**src/rtl/serial_rx.sv**
```systemverilog
// serial_rx: 8N1 oversampling UART receiver with byte strobe, framing error, line-idle and end-of-packet
// Ports: clk, rst_n (async active-low); rxd raw serial input (idle high);
//   data_ready/data received byte strobe and value; framing_error stop-bit-low strobe;
//   idle line high for 10 bit times; endofpacket strobe when idle rises after a good byte.
module serial_rx #(
  parameter int ClkFrequency = 25000000,
  parameter int Baud = 115200,
  parameter int Oversampling = 16
) (
  input  logic       clk,
  input  logic       rst_n,
  input  logic       rxd,
  output logic       data_ready,
  output logic [7:0] data,
  output logic       framing_error,
  output logic       idle,
  output logic       endofpacket
);
  localparam int DIV = (ClkFrequency + Baud * Oversampling / 2) / (Baud * Oversampling);
  localparam int GAP = 10 * Oversampling;
  localparam int TW = DIV > 1 ? $clog2(DIV) : 1;
  localparam int SW = $clog2(Oversampling);
  localparam int GW = $clog2(GAP + 1);
  typedef enum logic [2:0] {IDLE, START, DATA, STOP, WAIT_HIGH} state_t;
  logic [1:0] sync;
  logic rx_s;
  logic [TW-1:0] tcnt;
  logic tick;
  state_t state;
  logic [SW-1:0] sc;
  logic [2:0] idx;
  logic [7:0] shift;
  logic [GW-1:0] gap;
  logic pkt;
  assign rx_s = sync[1];
  assign tick = tcnt == TW'(DIV - 1);
  assign idle = gap == GW'(GAP);
  always_ff @(posedge clk or negedge rst_n)
    if (!rst_n) sync <= 2'b11;
    else sync <= {sync[0], rxd};
  always_ff @(posedge clk or negedge rst_n)
    if (!rst_n) tcnt <= '0;
    else tcnt <= tick ? '0 : tcnt + 1'b1;
  always_ff @(posedge clk or negedge rst_n)
    if (!rst_n) begin
      state <= IDLE;
      sc <= '0;
      idx <= '0;
      shift <= '0;
      data <= '0;
      data_ready <= 1'b0;
      framing_error <= 1'b0;
      endofpacket <= 1'b0;
      gap <= GW'(GAP);
      pkt <= 1'b0;
    end else begin
      data_ready <= 1'b0;
      framing_error <= 1'b0;
      endofpacket <= 1'b0;
      if (tick) begin
        // only an idle, high line accumulates gap; anything else restarts it
        gap <= (state == IDLE && rx_s) ? (idle ? gap : gap + 1'b1) : '0;
        if (state == IDLE && rx_s && gap == GW'(GAP - 1) && pkt) begin
          endofpacket <= 1'b1;
          pkt <= 1'b0;
        end
        case (state)
          IDLE: if (!rx_s) begin
            state <= START;
            sc <= '0;
          end
          // mid-start-bit check rejects glitches shorter than half a bit
          START: if (sc == SW'(Oversampling / 2 - 1)) begin
            state <= rx_s ? IDLE : DATA;
            sc <= '0;
            idx <= '0;
          end else sc <= sc + 1'b1;
          DATA: if (&sc) begin
            shift[idx] <= rx_s;
            sc <= '0;
            idx <= idx + 1'b1;
            if (&idx) state <= STOP;
          end else sc <= sc + 1'b1;
          STOP: if (&sc) begin
            sc <= '0;
            if (rx_s) begin
              data <= shift;
              data_ready <= 1'b1;
              pkt <= 1'b1;
              state <= IDLE;
            end else begin
              framing_error <= 1'b1;
              state <= WAIT_HIGH;
            end
          end else sc <= sc + 1'b1;
          // a held-low line (break) must return high before a new frame is accepted
          WAIT_HIGH: if (rx_s) state <= IDLE;
          default: state <= IDLE;
        endcase
      end
    end
endmodule
```
**config.mk**
```make
export PLATFORM = sky130hd
export DESIGN_NAME = serial_rx
export DESIGN_NICKNAME = d
export VERILOG_FILES = /design/src/rtl/serial_rx.sv
export SDC_FILE = /design/constraint.sdc
export NUM_CORES = 1
export LEC_CHECK = 0
export ABC_CLOCK_PERIOD_IN_PS = 2000
export BUFFER_PORTS_ARGS = -buffer_cell sky130_fd_sc_hd__clkbuf_2
export CAP_MARGIN = 15
export CORE_MARGIN = 2
export CORE_UTILIZATION = 50
export DETAILED_ROUTE_END_ITERATION = 10
export PLACE_DENSITY = 0.73
export SYNTH_ARGS = -nofsm -noshare
export SYNTH_HDL_FRONTEND = slang
export SYNTH_SLANG_ARGS = --single-unit
```
**constraint.sdc**
```tcl
create_clock -name clk -period 2 [get_ports clk]
set_input_delay 0.3 -clock clk [delete_from_list [all_inputs] [get_ports clk]]
set_output_delay 0.3 -clock clk [all_outputs]
set_load 0.05 [all_outputs]
```
==> PnR_summary.wiki <==
{| class="wikitable"
! Metric !! Value
|-
| Post-CTS Resized || 0
|-
| Maximum fanout count along the critical path || 9
|-
| Fraction of layout cells with a size suffix above 1 || 0.291
|-
| Vias in the first global route || about 1,400
|-
| Die boundary height || around 70 microns
|-
| Initial antenna violation count || 0
|-
| Setup fix buffers added after clock tree synthesis || 0
|-
| Area of the mapped netlist || approximately 2200 sq um
|-
| Arrival time at the worst endpoint || ~2.1 ns
|-
| Combinational family with the most area after synthesis || simple AND/OR/NAND/NOR gates
|-
| Global-route wire length before repair || slightly below 7000 microns
|-
| Clock transition at the register clock pins on the worst setup and hold paths after CTS || around 0.080 ns
|-
| Number of top-level pins || 15
|-
| Total negative slack || 0 ns
|-
| Number of rows created at floorplan || 24
|-
| CTS hold repair buffers || 0
|-
| H-tree levels || 2
|-
| Final-report max-slew violation count || 0
|-
| Layout net count || between 200 and 250
|-
| First-pass DRT Iterations || 4
|-
| Global-route usage over all layers || 0.177
|-
| Cell variety after synth || 47
|-
| Worst-Skew Late Latency || around 0.30 ns
|-
| Detail-routed via count per cell || around 5.7
|-
| Worst endpoint required time || roughly 2.2 ns
|-
| Setup slack of the critical path after layout || about 0.10 ns
|-
| Crit Path Class || register to register
|-
| Static Leakage || approximately 1.1 nW
|-
| Post-DR wirelength/cell || between 10 and 15 microns
|-
| Total core area || around 4300 sq um
|-
| Layout Area Growth over Synthesis || 13.0%
|-
| Number of enable flip-flop cells after synthesis || 0
|-
| Multiplexer area fraction after synthesis || 0.116
|-
| Maximum clock insertion buffer count || 2
|-
| Total wire length after detailed routing || about 3900 microns
|-
| Prevailing post-synth register cell || sky130_fd_sc_hd__dfrtp_1
|-
| Xor and xnor fraction of the mapped netlist area || 0.0120
|-
| Fraction of the mapped netlist area in adder cells || 0.0343
|-
| Final hold vios || 0
|-
| Vias || roughly 1,600
|-
| Setup clock skew after layout || ~0.0083 ns
|-
| Achievable clock frequency || between 500 and 600 MHz
|-
| Count of input and output buffers || 14
|-
| Class of the most critical hold timing path || primary input to asynchronous set/reset pin
|-
| Run status || finished, final reports clean
|-
| RSZ-0062 raised after global routing || false
|-
| Synth async-reset ratio || 1.00
|-
| Die width || between 70 and 80 microns
|-
| Crit path launch type || register
|-
| Buffer type at the clock tree root || sky130_fd_sc_hd__clkbuf_8
|-
| Total congestion overflow || 0
|-
| Remaining max-slew budget at the tightest pin || 0.638
|-
| Synthesized area per cell || 10.8 sq um
|-
| Worst IR drop on VDD || roughly 0.41 mV
|-
| Finished Core Util || 0.576
|-
| Maximum number of pins on one net before global-route repair || between 40 and 50
|-
| Area fraction in compound gates after synthesis || 0.0959
|-
| Area of the die || about 4900 sq um
|-
| Starting density of the core || 0.510
|-
| Power per unit of standard cell area || 641 nW/um^2
|-
| Number of CTS-inserted buffers || 5
|-
| Final worst path period need || between 1.5 and 2 ns
|-
| Max-capacitance violation count || 0
|-
| Slew at the pin with the worst max-slew slack || 0.543 ns
|-
| Share of synthesized area occupied by flip-flops and latches || 0.505
|-
| Syn. warnings || 0
|-
| N_diodes || 0
|-
| Crit. End Element || register
|-
| Worst setup slack before clock tree synthesis || 0.0364 ns
|-
| Total instance count after detailed placement || between 200 and 300
|-
| Remaining antenna violation count after routing || 0
|-
| Synth Net Count || around 210
|-
| DR DRC count || 0
|-
| Final-report setup violation count || 0
|-
| TritonCTS clock tree || built
|-
| Simple-gate share of the synthesized area || 0.204
|-
| DP Wirelength || roughly 2700 microns
|-
| Count of state elements after synthesis || between 40 and 50
|-
| Final cell count without fillers || around 280
|-
| Period utilisation layout || 0.949
|-
| Number of DRC violations after detailed-routing iteration 0 || a little over 100
|-
| Number of cells produced by synthesis || between 200 and 250
|-
| Weighted congestion reported at the end of routability-driven placement || ~0.86
|-
| Num Clock Sinks || 44
|-
| Cell count of the worst reg-to-reg path || 4
|}
per-stage QoR:
stage	power [mW]	instance area (sq um)	hold WS, ns
floorplan	0.989	2190	0.00441
global placement	1.03	2360	0.347
detailed placement	1.03	2360	0.350
CTS	1.61	2450	0.0661
global route	1.68	2470	0.0598
finish	1.59	2470	0.0643
synthesized netlist by cell type (all sizes together) (3+ instances only):
| cell type | number | area share |
|---|---|---|
| nor2 | 11 | 0.020 |
| a21oi | 4 | 0.0091 |
| ha | 6 | 0.034 |
| dfrtp | 40 | 0.46 |
| dfstp | 4 | 0.048 |
| nor3 | 9 | 0.023 |
| nand4 | 3 | 0.0086 |
| mux2 | 19 | 0.098 |
| nand2 | 16 | 0.027 |
| nor4b | 4 | 0.019 |
| o31ai | 3 | 0.010 |
| nand3 | 13 | 0.030 |
| o21ai | 9 | 0.021 |
| inv | 7 | 0.012 |
| and3 | 4 | 0.011 |
| nand4b | 3 | 0.015 |
| mux2i | 4 | 0.018 |
| nor3b | 3 | 0.010 |
| clkbuf | 9 | 0.016 |
metal layers:
layer  GRT usage  up-vias  part of all wire  routed length [microns]
met1       0.261      764              0.49                     1910
li1            -      781                 -                        -
met5           0        -                 0                        0
met3      0.0476        6             0.032                      123
met4      0.0641        0             0.018                       70
met2       0.252       26              0.45                     1760
power breakdown:
group | switching [mW] | internal (mW) | total [mW]
sequential | 0.0138 | 0.903 | 0.917
combinational | 0.0635 | 0.0363 | 0.0997
clock | 0.290 | 0.280 | 0.571
total | 0.367 | 1.22 | 1.59
flip-flops by register name, summed over array words and instances, names as in the netlist:
| signal | cells |
|---|---|
| framing_error | 1 |
| shift | 8 |
| sc | 4 |
| data_ready | 1 |
| idx | 3 |
| tcnt | 4 |
| state | 3 |
| sync | 2 |
| gap | 8 |
| pkt | 1 |
| data | 8 |
| endofpacket | 1 |
cells by family after synthesis:
group / count (synthesis)
buffers and inverters: 18
multiplexers: 23
AO/OA/AOI/OAI: 31
XOR/XNOR: 3
adder cells (fa/ha/maj): 6
AND/OR/NAND/NOR: 77
flip-flops: 44
path summary, 6_finish.rpt:
path                            slack (ns)      from       end
max in group asynchronous             1.53     rst_n  state[1]
min in group clk                      0.08       rxd   sync[0]
worst max-delay path                  0.10  state[1]  shift[4]
worst min register to register        0.36   sync[0]   sync[1]
worst max register to register        0.10  state[1]  shift[4]
worst min-delay path                  0.06     rst_n   tcnt[3]
cell usage in the layout (no fill, tap or decap), types with 2 or more instances in the layout:
master	n
sky130_fd_sc_hd__nor3b_1	2
sky130_fd_sc_hd__a21oi_1	3
sky130_fd_sc_hd__or3_1	2
sky130_fd_sc_hd__nand4_1	3
sky130_fd_sc_hd__nand3b_1	2
sky130_fd_sc_hd__xnor2_1	2
sky130_fd_sc_hd__nor3_1	8
sky130_fd_sc_hd__or3b_1	2
sky130_fd_sc_hd__a21o_1	2
sky130_fd_sc_hd__nor2_1	10
sky130_fd_sc_hd__nand2_1	16
sky130_fd_sc_hd__nand4b_1	2
sky130_fd_sc_hd__buf_4	10
sky130_fd_sc_hd__dfstp_2	4
sky130_fd_sc_hd__nand3_1	13
sky130_fd_sc_hd__o21ai_0	9
sky130_fd_sc_hd__clkbuf_8	6
sky130_fd_sc_hd__mux2i_1	4
sky130_fd_sc_hd__a31oi_1	2
sky130_fd_sc_hd__nor4b_1	2
sky130_fd_sc_hd__clkbuf_2	14
sky130_fd_sc_hd__and3_1	4
sky130_fd_sc_hd__ha_1	6
sky130_fd_sc_hd__a22o_1	2
sky130_fd_sc_hd__o31ai_1	3
sky130_fd_sc_hd__inv_1	7
sky130_fd_sc_hd__mux2_2	19
sky130_fd_sc_hd__dfrtp_1	39
worst max-delay path, cell delays in order, from the launching register on:
cell and delay [ns]:
sky130_fd_sc_hd__dfrtp_2 0.45, sky130_fd_sc_hd__or3b_1 0.43, sky130_fd_sc_hd__or3_1 0.38, sky130_fd_sc_hd__nor4_2 0.17
sky130_fd_sc_hd__mux2_2 0.36
cell type report:
cell class | count | area (sq um)
sequential | 44 | 1110
clock inverter | 1 | 7.51
timing repair buffer | 24 | 145
clock buffer | 7 | 86.3
multi-input combinational | 140 | 1040
fill | 369 | 1820
tap | 52 | 65.1
inverter | 7 | 26.3
Power figures use the tool's default switching activity.
